## src/rtl/array_streamer.sv

```systemverilog
// array_streamer: snapshots a packed array on start and streams its elements
// over valid/ready, reporting the OR of everything emitted with a done pulse.
module array_streamer #(
  parameter int ELEMENTS = 4,
  parameter int WIDTH    = 8,
  localparam int IW      = $clog2(ELEMENTS)
) (
  input  logic                      clock,
  input  logic                      reset_n,
  input  logic                      start,
  input  logic [ELEMENTS*WIDTH-1:0] array,
  output logic                      out_valid,
  input  logic                      out_ready,
  output logic [WIDTH-1:0]          element,
  output logic [IW-1:0]             index,
  output logic                      last,
  output logic                      busy,
  output logic                      done,
  output logic [WIDTH-1:0]          result
);

  typedef enum logic [1:0] {
    IDLE   = 2'd0,
    STREAM = 2'd1,
    DONE   = 2'd2
  } state_t;

  localparam logic [IW-1:0] LAST_IDX = IW'(ELEMENTS - 1);

  state_t                    r_state;
  logic [ELEMENTS*WIDTH-1:0] r_snap;
  logic [IW-1:0]             r_idx;
  logic [WIDTH-1:0]          r_acc;
  logic [WIDTH-1:0]          r_result;
  logic                      r_valid;
  logic                      r_busy;
  logic                      r_done;

  logic [WIDTH-1:0]          w_elem;
  logic                      w_last;

  assign w_elem = r_snap[r_idx*WIDTH +: WIDTH];
  assign w_last = (r_idx == LAST_IDX);

  always_ff @(posedge clock or negedge reset_n) begin
    if (!reset_n) begin
      r_state  <= IDLE;
      r_snap   <= '0;
      r_idx    <= '0;
      r_acc    <= '0;
      r_result <= '0;
      r_valid  <= 1'b0;
      r_busy   <= 1'b0;
      r_done   <= 1'b0;
    end else begin
      unique case (r_state)
        IDLE: begin
          r_done <= 1'b0;
          if (start) begin
            r_snap   <= array;
            r_acc    <= '0;
            r_result <= '0;
            r_idx    <= '0;
            r_valid  <= 1'b1;
            r_busy   <= 1'b1;
            r_state  <= STREAM;
          end
        end
        STREAM: begin
          if (out_ready) begin
            r_acc <= r_acc | w_elem;
            if (w_last) begin
              // result is published together with the done pulse
              r_result <= r_acc | w_elem;
              r_valid  <= 1'b0;
              r_done   <= 1'b1;
              r_state  <= DONE;
            end else begin
              r_idx <= r_idx + 1'b1;
            end
          end
        end
        DONE: begin
          r_done  <= 1'b0;
          r_busy  <= 1'b0;
          r_state <= IDLE;
        end
        default: begin
          r_valid <= 1'b0;
          r_busy  <= 1'b0;
          r_done  <= 1'b0;
          r_state <= IDLE;
        end
      endcase
    end
  end

  assign out_valid = r_valid;
  assign element   = w_elem;
  assign index     = r_idx;
  assign last      = r_valid & w_last;
  assign busy      = r_busy;
  assign done      = r_done;
  assign result    = r_result;

endmodule

```

## config.mk

```make
export PLATFORM = sky130hd
export DESIGN_NAME = array_streamer
export DESIGN_NICKNAME = d
export VERILOG_FILES = /design/src/rtl/array_streamer.sv
export SDC_FILE = /design/constraint.sdc
export NUM_CORES = 1
export LEC_CHECK = 0
export BUFFER_PORTS_ARGS = -buffer_cell sky130_fd_sc_hd__buf_2
export CELL_PAD_IN_SITES_DETAIL_PLACEMENT = 0
export CELL_PAD_IN_SITES_GLOBAL_PLACEMENT = 1
export CORE_MARGIN = 2
export CORE_UTILIZATION = 35
export DETAILED_ROUTE_END_ITERATION = 8
export GPL_TIMING_DRIVEN = 0
export PLACE_DENSITY = 0.69
export SYNTH_ARGS = -nofsm -noshare
export SYNTH_HDL_FRONTEND = slang
export SYNTH_SLANG_ARGS = --single-unit
```

## constraint.sdc

```tcl
create_clock -name clock -period 1.32 [get_ports clock]
set_input_delay 0.264 -clock clock [delete_from_list [all_inputs] [get_ports clock]]
set_output_delay 0.264 -clock clock [all_outputs]
set_load 0.02 [all_outputs]
```

Word level (Yosys, flattened, before mapping)

Index checks and enable logic that the tools add are counted.

Multiply operators: 0
Multiplexer cells: 22
Bitwise logic cells: 4
Equality and inequality tests: 7
Magnitude comparators: 0
Divide/modulo/power cells: 0
Shifts and indexed selects: 1
Reduce and logical (&&, ||, !) cells: 10
Add/subtract/negate cells: 1

Operators with widths:

| cell                | number |
|---|---|
| $mux 8              | 4 |
| $pmux 8 s2          | 2 |
| $shiftx 32x6->8     | 1 |
| $mux 2              | 6 |
| $reduce_and 4->1    | 3 |
| $ne 2x2->1 const B  | 4 |
| $or 8x8->8          | 1 |
| $pmux 2 s2          | 2 |
| $mux 1              | 6 |
| $reduce_and 2->1    | 3 |
| $reduce_and 3->1    | 2 |
| $eq 2x2->1 const B  | 2 |
| $pmux 1 s3          | 1 |
| $add 2x1->2 const B | 1 |
| $eq 2x1->1 const B  | 1 |
| $logic_not 2->1     | 1 |
| $not 1->1           | 2 |
| $pmux 1 s2          | 1 |
| $reduce_bool 2->1   | 1 |
| $and 1x1->1         | 1 |

Bits in writable memories: 0
Memories kept: 0
Bits in latches: 0
Bits in read-only memories: 0
Output and inout bits: 22
Flip-flop bits (word level): 55
Logic and storage cells: 53

Logic depth before layout (Yosys ltp)

Depth in word-level cells: 5
Gate-level depth with buffers: 5
Mapped depth without buffers: 4

Worst setup path before layout

No wires, ideal clock.

Path kind: register to register
From: register r_idx[0], in the netlist index[0]
To: register r_acc[2]
Cell stages (with the launch flop): 6
Required time: 1.199 ns
Slack: -0.407 ns
Arrival: 1.606 ns
Period minus slack after synthesis: 1.727 ns
Path through: dfrtp_1 > buf_4 > buf_4 > mux2i_1 > mux2i_1 > a22o_2

Cells in the longest elaborated chain, start to end: 4

Ends and longest elaborated chain:

| item                   | RTL line | text |
|---|---|---|
| start, declared        | 32       | `logic [IW-1:0] r_idx;` |
| start signal, assigned | 79       | `r_idx <= r_idx + 1'b1;` |
| $shiftx 32x6->8        | 42       | `assign w_elem = r_snap[r_idx*WIDTH +: WIDTH];` |
| named net element[2]   | 14       | `output logic [WIDTH-1:0] element,` |
| $or 8x8->8             | 71       | `r_acc <= r_acc \| w_elem;` |
| $mux 8                 | 70       | `if (out_ready) begin` |
| $pmux 8 s2             | 56       | `unique case (r_state)` |
| end signal, assigned   | 71       |  |
| end, declared          | 33       | `logic [WIDTH-1:0] r_acc;` |

The timed path passes the listed nets, and every way through them passes these cells. The select of a mux whose other input is x is not followed.
A chain may end at the register's enable or synchronous reset.

Final worst setup path

From: register r_idx[0], in the netlist index[0]
To: output port element[1]

Cells in the longest elaborated chain, start to end: 1

Ends and longest elaborated chain:

| item            | RTL line |
|---|---|
| $shiftx 32x6->8 | 42 |
| end, declared   | 14 |

Every way passes these cells.

==> key figures <==
Floorplanning
  • Core area: 7137 sq um
  • Die W: 89.11 microns
  • Die Area: 7940 sq um
  • Initial Util: 35.52%
  • Die height: 89.11 microns
  • Io pins: 58
  • Standard-cell rows: 31

Critical path
  • Critical Path Sink Type: output pin
  • RR Startpoint: index[0]
  • Crit Path Class: reg2out
  • Critical path cell sequence: buf_12 -> buf_12 -> mux2i_4 -> mux2i_2 -> buf_4
  • Worst EP required: 1060 ps
  • CP peak stage delay: 440 ps
  • Slowest CP cell: dfrtp_2
  • Critical path's most frequent cell: buf_12
  • Critical path fanouts, max: 7
  • Worst R2R Path Depth: 7
  • R2R Setup Slk: -300 ps
  • Worst EP arrival: 1650 ps
  • RR Endpoint: result[6]
  • Startpoint Class: register

Logic synthesis
  • Synthesized flop and latch total: 55
  • Post-synthesis simple-gate area fraction: 8.539%
  • Synth Area in Compound Gates: 8.786%
  • Synth warnings: 0
  • Avg Synthesized Cell Area: 13.34 sq um
  • Sequential share of the synthesized area: 54.29%
  • Largest family of logic cells by synthesized area: multiplexers
  • Multiplexer share of the synthesized area: 24.14%
  • Post-synthesis xor/xnor area fraction: 0%
  • Number of synthesized flops with an enable pin: 0
  • Post-Syn Area: 2535 sq um
  • Synth Area in Adders: 0.9872%
  • Main flop type after synthesis: dfrtp_1
  • Post-Syn Instances: 190
  • Syn_nets: 228
  • Distinct cell type count after synthesis: 30
  • Async SR Flop Fraction: 100.0%

GRT
  • First-pass GRT wire length: 10.73 mm
  • Pin count of the biggest net entering global routing: 56
  • Final global-route overflow total: 0
  • Vias in the first global route: 1981
  • Total GRT Usage: 18.39%
  • Initial antenna violation count: 0

Pwr
  • Leak Pwr: 0.001771 uW
  • PwrDens: 2836 nW/um^2
  • VDD IR max: 1.323 mV
  • Logic pwr share: 63.4%
  • Final Power: 11300 uW
  • Clk pwr share: 8.0%
  • Switching Share: 36.94%
  • Internal power: 7129 uW
  • Sequential power share: 28.6%
  • Net switching power: 4175 uW

Place
  • Port Buffer Count: 57
  • Placement Cell Area: 3263 sq um
  • DP Worst Slack: -444.7 ps
  • Final Wtd Congestion: 0.7123
  • Post-DP HPWL: 4.113 mm

Detailed routing
  • Vias: 1940
  • Routed WL per cell: 17.74 microns
  • Vias/cell: 5.026
  • Final ANT Viol Nets: 0
  • Iteration-0 DRC count of the detailed router: 88
  • DRC: 0
  • Final wirelength: 6.848 mm
  • Pre-antenna DRT Iters: 4

Clock tree
  • Clock Path Buffers: 2
  • CTS Sinks: 55
  • # hold bufs at CTS: 0
  • H-tree levels: 2
  • CTS root buffer: clkbuf_8
  • Clk Latency, worst-skew pair: 310 ps
  • Clock slew at reported path FFs: 100 ps
  • CTS Buf Count: 5
  • TritonCTS clock tree: built

Outcome
  • Failing checks: negative hold slack, negative setup slack
  • Status: complete, but fails checks

Timing
  • Headroom to the max-slew limit: 53.18%
  • Hold_ws: -10.75 ps
  • RSZ-0062 raised after global routing: true
  • Final min period: 1911 ps
  • Endpoints failing setup: 60
  • TNS Setup: -13850 ps
  • Final Hold Fails: 14
  • Clock skew: 10.90 ps
  • Crit share post-route: 144.7%
  • Fmax achieved: 523.4 MHz
  • Worst Max-Slew Pin Slew: 702.3 ps
  • Final Max Tran Viols: 0
  • Setup ws final: -590.7 ps

Min path
  • HP Class: in2async

Layout
  • Final Instance Area: 3985 sq um
  • Reg area: 1379 sq um
  • Fin nets: 324
  • Area of the multi-input gates: 1513 sq um
  • Layout cell share with drive strength beyond 1: 62.72%
  • Area growth syn-to-layout: 57.21%
  • N_diodes: 0
  • Fill cell count: 630

Run
  • Max_cap viols: 0
-- cell usage after synthesis (all sizes together) (2+ instances only) --
library cell | count | share of area [%]
nor2 | 10 | 1.5
a22o | 11 | 4.1
dfrtp | 55 | 54
o21ai | 3 | 0.59
and2 | 2 | 0.59
buf | 10 | 3.0
nor3b | 2 | 1.0
nand3b | 9 | 2.7
ha | 2 | 0.99
a21oi | 2 | 0.39
a32o | 8 | 3.2
mux2 | 33 | 15
mux2i | 24 | 9.5
nand2 | 10 | 1.5
-- flip-flops by register name (all words and copies together) (netlist names) --
name and flops:
out_valid 1, result 8, r_acc 8, done 1, r_snap 32, r_state 2
index 2, busy 1
-- layout make-up --
cell class	instances	area share [%]
buffer	9	3.108
clock buffer	8	2.009
inverter	1	0.1884
multi-input combinational	123	37.96
sequential	55	34.60
tap	99	3.108
timing repair buffer	91	19.03
-- through the flow --
step                      hold slack, ps  utilization, %  std cells
final                             -10.75           55.84        386
after global routing               55.43           55.84        386
after CTS                          170.2           55.01        382
after detailed placement           476.3           45.72        346
after global placement             469.3           45.72        346
after floorplan                   -31.59               -        190
-- worst max-delay path: cells and delay by family (launching register included) --
family / cells / cell delay [ps]
DFF: 1 / 440
buffers and inverters: 3 / 490
muxes: 2 / 400
-- routing by layer --
| layer | part of all wire, % | GRT usage, % |
|---|---|---|
| met3 | 5.2 | 3.416 |
| met1 | 45 | 25.40 |
| met5 | 0 | 0 |
| met4 | 1.2 | 4.613 |
| met2 | 48 | 30.10 |
-- power groups by stage --
stage | logic [uW] | clock network, uW | registers, uW
detailed placement | 5120 | 0 | 3130
global route | 7580 | 991 | 3330
CTS | 6860 | 927 | 3230
finish | 7170 | 906 | 3230
global placement | 5070 | 0 | 3120
floorplan | 3830 | 0 | 3200
-- repair_timing --
action | 4_1_cts | 5_1_grt
setup buffers | 25 | 10
gates resized for setup | 59 | 23
setup endpoints to repair | 59 | 62
gates cloned | 4 | 0
pin swaps | 3 | 6
-- worst max-delay path by stage --
stage / start / to / slack, ps / cells past startpoint
after floorplan: index[0] / r_acc[0] / -210 / 5
after global placement: index[0] / result[6] / -470 / 4
after detailed placement: index[0] / result[1] / -440 / 4
after CTS: index[0] / element[1] / -580 / 5
after global routing: index[0] / element[1] / -650 / 5
final: index[0] / element[1] / -590 / 5
-- cells by family after synthesis --
group	after synthesis
simple gates	38
flops	55
mux	57
compound gates	26
fa+ha+maj	2
buf+inv	12
-- cell usage in the layout (no fill, tap or decap), types with 2 or more instances in the layout --
| master | count |
|---|---|
| dfrtp_1 | 53 |
| buf_2 | 47 |
| mux2_4 | 33 |
| buf_6 | 21 |
| mux2i_4 | 19 |
| buf_4 | 16 |
| nor2_1 | 10 |
| nand2_1 | 10 |
| nand3b_1 | 9 |
| a32o_1 | 8 |
| buf_12 | 7 |
| buf_8 | 6 |
| a22o_2 | 6 |
| a22o_1 | 5 |
| clkbuf_8 | 5 |
| mux2i_2 | 4 |
| clkbuf_1 | 3 |
| a21oi_1 | 2 |
| ha_4 | 2 |
| buf_16 | 2 |
| dfrtp_2 | 2 |
Power figures use the tool's default switching activity.
